==> config.mk <==
export PLATFORM = sky130hd
export DESIGN_NAME = store_trace_buffer
export DESIGN_NICKNAME = d
export VERILOG_FILES = /design/src/rtl/mips_trace_pkg.sv /design/src/rtl/trace_fifo.sv /design/src/rtl/store_trace_buffer.sv
export SDC_FILE = /design/constraint.sdc
export NUM_CORES = 1
export LEC_CHECK = 0
export CORE_MARGIN = 8
export CORE_UTILIZATION = 53
export CTS_CLUSTER_DIAMETER = 80
export DETAILED_ROUTE_END_ITERATION = 7
export PLACE_DENSITY = 0.82
export SYNTH_ARGS = -nofsm -noshare
export SYNTH_HDL_FRONTEND = slang
export SYNTH_SLANG_ARGS = --single-unit
==> constraint.sdc <==
create_clock -name clk -period 11.2 [get_ports clk]
set_input_delay 3.36 -clock clk [delete_from_list [all_inputs] [get_ports clk]]
set_output_delay 3.36 -clock clk [all_outputs]
set_load 0.01 [all_outputs]
==> src/rtl/mips_trace_pkg.sv <==
// rtl/mips_trace_pkg.sv - store trace record types and data masking helper
//
// Shared types for the store trace path.
//   memwrite_t  : store kind as driven by the CPU memwrite port
//   store_rec_t : one trace record {kind, addr, data, pc}, 98 bits packed
//   mask_data   : clears the data bits that a half/byte store does not write
package mips_trace_pkg;

  typedef enum logic [1:0] {
    MW_NONE = 2'b00,
    MW_WORD = 2'b01,
    MW_HALF = 2'b10,
    MW_BYTE = 2'b11
  } memwrite_t;

  typedef struct packed {
    memwrite_t   kind;
    logic [31:0] addr;
    logic [31:0] data;
    logic [31:0] pc;
  } store_rec_t;

  function automatic logic [31:0] mask_data(input memwrite_t kind, input logic [31:0] data);
    case (kind)
      MW_HALF: return {16'h0000, data[15:0]};
      MW_BYTE: return {24'h000000, data[7:0]};
      default: return data;
    endcase
  endfunction

endpackage

==> src/rtl/trace_fifo.sv <==
// rtl/trace_fifo.sv - generic synchronous first-word-fall-through FIFO
//
// Ports:
//   clk, reset     : rising-edge clock, synchronous active-low reset
//   push, din      : write request and data; ignored when full unless popping
//   pop            : discard head; ignored when empty
//   dout           : head entry, combinational from storage
//   full, empty    : occupancy flags, registered-pointer derived only
//   count          : occupancy 0..DEPTH
module trace_fifo #(
  parameter int WIDTH = 8,
  parameter int DEPTH = 8
) (
  input  logic                     clk,
  input  logic                     reset,
  input  logic                     push,
  input  logic [WIDTH-1:0]         din,
  input  logic                     pop,
  output logic [WIDTH-1:0]         dout,
  output logic                     full,
  output logic                     empty,
  output logic [$clog2(DEPTH):0]   count
);

  localparam int AW = $clog2(DEPTH);

  logic [WIDTH-1:0] mem [DEPTH];
  // Pointers carry one extra MSB so full and empty are distinguishable.
  logic [AW:0] wr_ptr;
  logic [AW:0] rd_ptr;
  logic        do_push;
  logic        do_pop;

  assign count = wr_ptr - rd_ptr;
  assign empty = (wr_ptr == rd_ptr);
  assign full  = (wr_ptr[AW] != rd_ptr[AW]) && (wr_ptr[AW-1:0] == rd_ptr[AW-1:0]);
  assign dout  = mem[rd_ptr[AW-1:0]];

  assign do_pop  = pop && !empty;
  // A pop frees the head slot on the same edge, so a full FIFO can still accept.
  assign do_push = push && (!full || do_pop);

  always_ff @(posedge clk) begin
    if (!reset) begin
      wr_ptr <= '0;
      rd_ptr <= '0;
    end else begin
      if (do_push) wr_ptr <= wr_ptr + 1'b1;
      if (do_pop)  rd_ptr <= rd_ptr + 1'b1;
    end
  end

  // Storage is not reset; stale contents are never visible because empty masks them.
  always_ff @(posedge clk) begin
    if (reset && do_push) mem[wr_ptr[AW-1:0]] <= din;
  end

endmodule

==> src/rtl/store_trace_buffer.sv <==
// rtl/store_trace_buffer.sv - snoops CPU stores into a drainable trace FIFO
//
// Ports:
//   clk, reset                      : CPU clock, synchronous active-low reset
//   memwrite, dataadr, writedata, pc: CPU data-memory write port (snooped)
//   rec_valid, rec_ready            : head record handshake
//   rec_kind, rec_addr, rec_data, rec_pc : head record fields (data masked)
//   level                           : FIFO occupancy
//   dropped                         : saturating count of stores lost to a full FIFO
module store_trace_buffer
  import mips_trace_pkg::*;
#(
  parameter int DEPTH = 8,
  parameter int CNT_W = 16
) (
  input  logic                   clk,
  input  logic                   reset,
  input  logic [1:0]             memwrite,
  input  logic [31:0]            dataadr,
  input  logic [31:0]            writedata,
  input  logic [31:0]            pc,
  output logic                   rec_valid,
  input  logic                   rec_ready,
  output logic [1:0]             rec_kind,
  output logic [31:0]            rec_addr,
  output logic [31:0]            rec_data,
  output logic [31:0]            rec_pc,
  output logic [$clog2(DEPTH):0] level,
  output logic [CNT_W-1:0]       dropped
);

  memwrite_t  kind_in;
  store_rec_t rec_in;
  store_rec_t head;
  logic       push;
  logic       full;
  logic       empty;
  logic       drop;

  assign kind_in = memwrite_t'(memwrite);
  assign push    = (kind_in != MW_NONE);
  assign rec_in  = '{kind: kind_in, addr: dataadr, data: mask_data(kind_in, writedata), pc: pc};

  trace_fifo #(
    .WIDTH($bits(store_rec_t)),
    .DEPTH(DEPTH)
  ) u_fifo (
    .clk   (clk),
    .reset (reset),
    .push  (push),
    .din   (rec_in),
    .pop   (rec_ready),
    .dout  (head),
    .full  (full),
    .empty (empty),
    .count (level)
  );

  // Valid depends only on registered pointers, never on rec_ready.
  assign rec_valid = !empty;
  assign rec_kind  = head.kind;
  assign rec_addr  = head.addr;
  assign rec_data  = head.data;
  assign rec_pc    = head.pc;

  // Full implies non-empty, so rec_ready alone decides whether the head slot frees up.
  assign drop = push && full && !rec_ready;

  always_ff @(posedge clk) begin
    if (!reset) begin
      dropped <= '0;
    end else if (drop && (dropped != {CNT_W{1'b1}})) begin
      dropped <= dropped + 1'b1;
    end
  end

endmodule
==> impl_metrics.ini, run 1 <==
[critical_path]
cp_cell_sequence = buf_4 > mux4_2 > mux2_2 > clkdlybuf4s50_1
cp-end-kind = output port
cp.required_ps = 7840
r2r_start = u_fifo.wr_ptr[0]
cp.arrival_ps = 3860
crit_type = reg2out
critical_path_buf_inv_count = 2
cpPeakStageDelay_ps = 940
crit_path_max_fanout = 78
start_kind = flop
cp_slowest_cell = buf_4
cpLargestDelayFamily = buffers and inverters

[run]
drv.max_cap_violation_count = 0

[global_routing]
grt_pass1_vias = 15372
grt.overflow.total = 0
gr-usage-all-layers = 0.187
antenna_found_initial = 6
grt_max_degree = 99
grt_pass1_wl_um = 94700

[yosys]
synth_area_leaders = edfxtp_1, mux4_2, mux2_2
syn_area_per_cell_um2 = 23.2
ys_ff_latch = 811
synth_cell_type_count = 45
syn_area_mm2 = 0.0310
synth-seq-area-share = 0.778
syn_inst = 1332
syn_nets = 1440
yosysTopAreaCellShare = 0.760
yosysTopAreaCell = edfxtp_1
ys_warn_count = 0

[timing]
post-route-period-util = 0.645
period_needed_ps = 7220
worst_slew_pin_slew_ps = 1170
slew_viol_final = 0
timing.fmax_ghz = 0.138
fin_tns_setup_ps = 0
finalClockSkew_ps = 17.1
setup_viol = 0
hold_viol = 0
rsz0062_at_grt = no
fin_ws_ps = 3980
slew_headroom = 0.217

[floorplan]
fp.dieW_um = 258
boundaryPins = 220
coreArea_mm2 = 0.0577
rows = 88
die_area_mm2 = 0.0664
dieHeight_um = 258
initial_core_util = 0.537

[worst_hold_path]
min_path_type = reg2reg
min-delay-start = dropped[15]

[placement]
gp_congestion = 0.702
pre_cts_ws_ps = 4350
dp_hpwl_um = 33500
io_buffers = 219

[detailed_routing]
drtIter0Drc = 1334
routed_wl_um = 62800
ant_nets = 0
routedWlPerCell_um = 26.0
viasPerCell = 5.92
num_vias = 14318
drt_pre_antenna_iters = 5
drc = 0

[power]
power.leakage_nw = 11.3
p_per_area_mw_per_mm2 = 198
power_mw = 7.25
ir_worst_vdd_mv = 0.151

[clocking]
cts_resized = 0
ctsHoldBuffers = 0
h-tree-depth = 3
cts_buffers = 80
clkTransAtPathRegs_ps = 60
clock_latency_ps = 600
clk_path_buf_depth = 3
post_cts_buffers = 0
clkSinkCount = 811
root_buffer = clkbuf_16
tritoncts = built

[final_layout]
fillers = 3669
multi_input_area_mm2 = 0.00662
final_net_count = 1698
syn_to_final_growth_pct = 18.2
final_cell_mix = edfxtp_1, clkdlybuf4s50_1, mux4_2, mux2_2, clkbuf_16
layout_commonest_cell = edfxtp_1
seqCellArea_mm2 = 0.0241
final_util = 0.634
drive_gt1_frac = 0.264

[outcome]
status = finished clean
## registers in the layout, summed over array words and instances, names as in the netlist, named ones only
register       flops
u_fifo.wr_ptr      4
u_fifo.mem       784
u_fifo.rd_ptr      4
dropped           16
## worst min-delay path: stages, from the launching register on
cell,delay (ps)
dfxtp_1,330
nand2_1,60
mux2i_1,60
## path summary, 6_finish.rpt
| path | to | slack, ps | cells past startpoint |
|---|---|---|---|
| setup / recovery | rec_addr[6] | 3980 | 4 |
| setup reg to reg | u_fifo.mem[7][21] | 7270 | 7 |
| hold / removal | dropped[15] | 490 | 2 |
| hold reg to reg | dropped[15] | 490 | 2 |
## stage by stage
stage | hold slack [ps] | cell area, um2 | instances
2_1_floorplan | 499 | 31000 | 1332
3_3_place_gp | 469 | 34100 | 2273
3_5_place_dp | 481 | 34100 | 2273
4_1_cts | 491 | 36600 | 2414
5_1_grt | 518 | 36600 | 2417
6_report | 494 | 36600 | 2417
## synthesized netlist by cell type (all sizes together)
| library cell | count |
|---|---|
| nor2b | 16 |
| edfxtp | 784 |
| a21oi | 12 |
| or3b | 1 |
| and4b | 1 |
| or3 | 2 |
| o21ai | 4 |
| nor3 | 2 |
| nand3 | 6 |
| or4 | 7 |
| ha | 6 |
| mux2i | 6 |
| nor2 | 16 |
| and2 | 8 |
| or2 | 1 |
| mux2 | 98 |
| o2111ai | 1 |
| a21o | 1 |
| nand3b | 1 |
| inv | 10 |
| fa | 1 |
| o41ai | 1 |
| and3 | 4 |
| nor4 | 6 |
| o21a | 1 |
| nand2b | 4 |
| o31ai | 7 |
| clkbuf | 40 |
| and4 | 1 |
| nand4 | 7 |
| xnor2 | 5 |
| o311ai | 1 |
| dfxtp | 27 |
| nand2 | 13 |
| o211ai | 3 |
| a211oi | 2 |
| buf | 25 |
| xor2 | 4 |
| o31a | 1 |
| mux4 | 196 |
## final cells by class
| cell class | count | area share |
|---|---|---|
| flip-flops and latches | 811 | 0.658 |
| multi-input cells | 446 | 0.181 |
| repair buffers | 241 | 0.0651 |
| clock buffers | 100 | 0.0593 |
| well taps | 765 | 0.0262 |
| clock inverters | 41 | 0.00892 |
| inverters | 10 | 0.00103 |
| diodes | 3 | 0.000205 |
## kinds of logic after synthesis
family | Yosys count | share of synthesized area
AO/OA/AOI/OAI | 34 | 0.00756
XOR/XNOR | 9 | 0.00315
flip-flops | 811 | 0.778
buffers and inverters | 75 | 0.0103
multiplexers | 300 | 0.180
adder cells (fa/ha/maj) | 7 | 0.00307
AND/OR/NAND/NOR | 96 | 0.0178
## power breakdown
group	total (mW)	internal [mW]	switching, mW
combinational	1.21	0.689	0.520
sequential	3.48	3.42	0.0611
clock	2.55	1.48	1.07
## metal layers
layer  vias up  track usage  routed length [um]
li1       6143            -                   -
met1      7537        0.245               24700
met2       532        0.317               32300
met3       100       0.0406                4450
met4         6       0.0553                1280
met5         -            0                  35
Power figures use the tool's default switching activity.
==> run 2: changes to the inputs <==
--- a/config.mk
+++ b/config.mk
@@ -6,10 +6,10 @@
 export NUM_CORES = 1
 export LEC_CHECK = 0
 export CORE_MARGIN = 8
-export CORE_UTILIZATION = 53
+export CORE_UTILIZATION = 58
 export CTS_CLUSTER_DIAMETER = 80
 export DETAILED_ROUTE_END_ITERATION = 7
-export PLACE_DENSITY = 0.82
+export PLACE_DENSITY = 0.85
 export SYNTH_ARGS = -nofsm -noshare
 export SYNTH_HDL_FRONTEND = slang
 export SYNTH_SLANG_ARGS = --single-unit
==> constraint.sdc (replaced) <==
create_clock -name clk -period 7.15 [get_ports clk]
set_input_delay 2.145 -clock clk [delete_from_list [all_inputs] [get_ports clk]]
set_output_delay 2.145 -clock clk [all_outputs]
set_load 0.01 [all_outputs]
==> run 2 against run 1 <==
Wire length decreased by 0.84%. Register-to-register slack got worse by 3600 ps. Cell count decreased by 3.3%. Combinational power increased by 58%. Flip-flop and latch count unchanged.
==> impl_metrics.ini, run 2 (synthesis gave the netlist of run 1 again) <==
[outcome]
status = finished clean

[clocking]
h-tree-depth = 3
clk_path_buf_depth = 3
root_buffer = clkbuf_16
clkSinkCount = 811
tritoncts = built
cts_resized = 0
clock_latency_ps = 610
ctsHoldBuffers = 0
post_cts_buffers = 0
clkTransAtPathRegs_ps = 60
cts_buffers = 77

[timing]
finalClockSkew_ps = 13.9
worst_slew_pin_slew_ps = 926
fin_ws_ps = 1500
whs_ps = 489
slew_headroom = 0.383
setup_viol = 0
timing.fmax_ghz = 0.177
post-route-period-util = 0.790
hold_viol = 0
rsz0062_at_grt = no
slew_viol_final = 0
period_needed_ps = 5650
fin_tns_setup_ps = 0

[placement]
io_buffers = 219
pre_cts_ws_ps = 1860
gp_congestion = 0.728
post-place-cells = 2200
placed_area_mm2 = 0.0341
dp_hpwl_um = 33500

[floorplan]
fp.dieW_um = 247
die_area_mm2 = 0.0610
initial_core_util = 0.588
coreArea_mm2 = 0.0527
dieHeight_um = 247
rows = 84
boundaryPins = 220

[final_layout]
final_cell_mix = edfxtp_1, clkdlybuf4s50_1, mux4_2, mux2_2, clkbuf_16
drive_gt1_frac = 0.262
final_area_mm2 = 0.0364
syn_to_final_growth_pct = 17.5
final_util = 0.691
largest_reg_flops = 784
fillers = 3050
layout_commonest_cell = edfxtp_1
stdcell_count = 2337
multi_input_area_mm2 = 0.00662
seqCellArea_mm2 = 0.0241
final_net_count = 1699

[run]
drv.max_cap_violation_count = 0

[critical_path]
critical_path_buf_inv_count = 2
cp-end-kind = output port
crit_path_max_fanout = 63
start_kind = flop
cp_cell_sequence = buf_12 > mux4_2 > mux2_2 > clkdlybuf4s50_1
cpLargestDelayFamily = buffers and inverters
cp_slowest_cell = dfxtp_4
crit_type = reg2out
cp.required_ps = 5010
cp.arrival_ps = 3500
cpPeakStageDelay_ps = 880

[power]
p_per_area_mw_per_mm2 = 306
power_mw = 11.1
ir_worst_vdd_mv = 0.217
power.leakage_nw = 11.2

[detailed_routing]
routed_wl_um = 62200
viasPerCell = 6.10
drc = 0
routedWlPerCell_um = 26.6
ant_nets = 0
drt_pre_antenna_iters = 5
drtIter0Drc = 1220
num_vias = 14263

[global_routing]
antenna_found_initial = 2
grt.overflow.total = 0
gr-usage-all-layers = 0.205
grt_max_degree = 121
grt_pass1_vias = 15467
grt_pass1_wl_um = 93600

[worst_hold_path]
min_path_type = reg2reg
[run 2: tightest hold or removal path, delay by kind of cell (launching register included)]
kind,cells,cell delay [ps]
muxes,1,50
DFF,1,330
and+or+nand+nor,1,60
[run 2: final cells by class]
type                    count  share of cell area
diodes                      3            0.000206
clock buffers              94              0.0570
clock inverters            40             0.00691
inverters                  10             0.00103
multi-input cells         446               0.182
flip-flops and latches    811               0.662
well taps                 688              0.0237
repair buffers            245              0.0670
[run 2: final timing paths]
| check | startpoint | slack (ps) | depth (start not counted) | end |
|---|---|---|---|---|
| worst max-delay path | flop | 1500 | 4 | rec_pc[5] |
| worst min-delay path | dropped[15] | 490 | 2 | dropped[15] |
| worst max register to register | u_fifo.wr_ptr[0] | 3630 | 7 | u_fifo.mem[0][16] |
| worst min register to register | dropped[15] | 490 | 2 | dropped[15] |
[run 2: per-layer routing]
layer / part of all wire / wire [um] / GRT usage / vias to the layer above
li1: - / - / - / 6155
met1: 0.39 / 24500 / 0.268 / 7508
met2: 0.53 / 32700 / 0.353 / 519
met3: 0.063 / 3920 / 0.0368 / 81
met4: 0.018 / 1140 / 0.0585 / 0
met5: 0 / 0 / 0 / -
[run 2: power breakdown]
group          switching (mW)  internal (mW)  leakage, nW  total [mW]
Sequential             0.0994           5.36         7.35        5.46
Combinational           0.816           1.09         2.74        1.91
Clock                    1.63           2.16         1.13        3.78
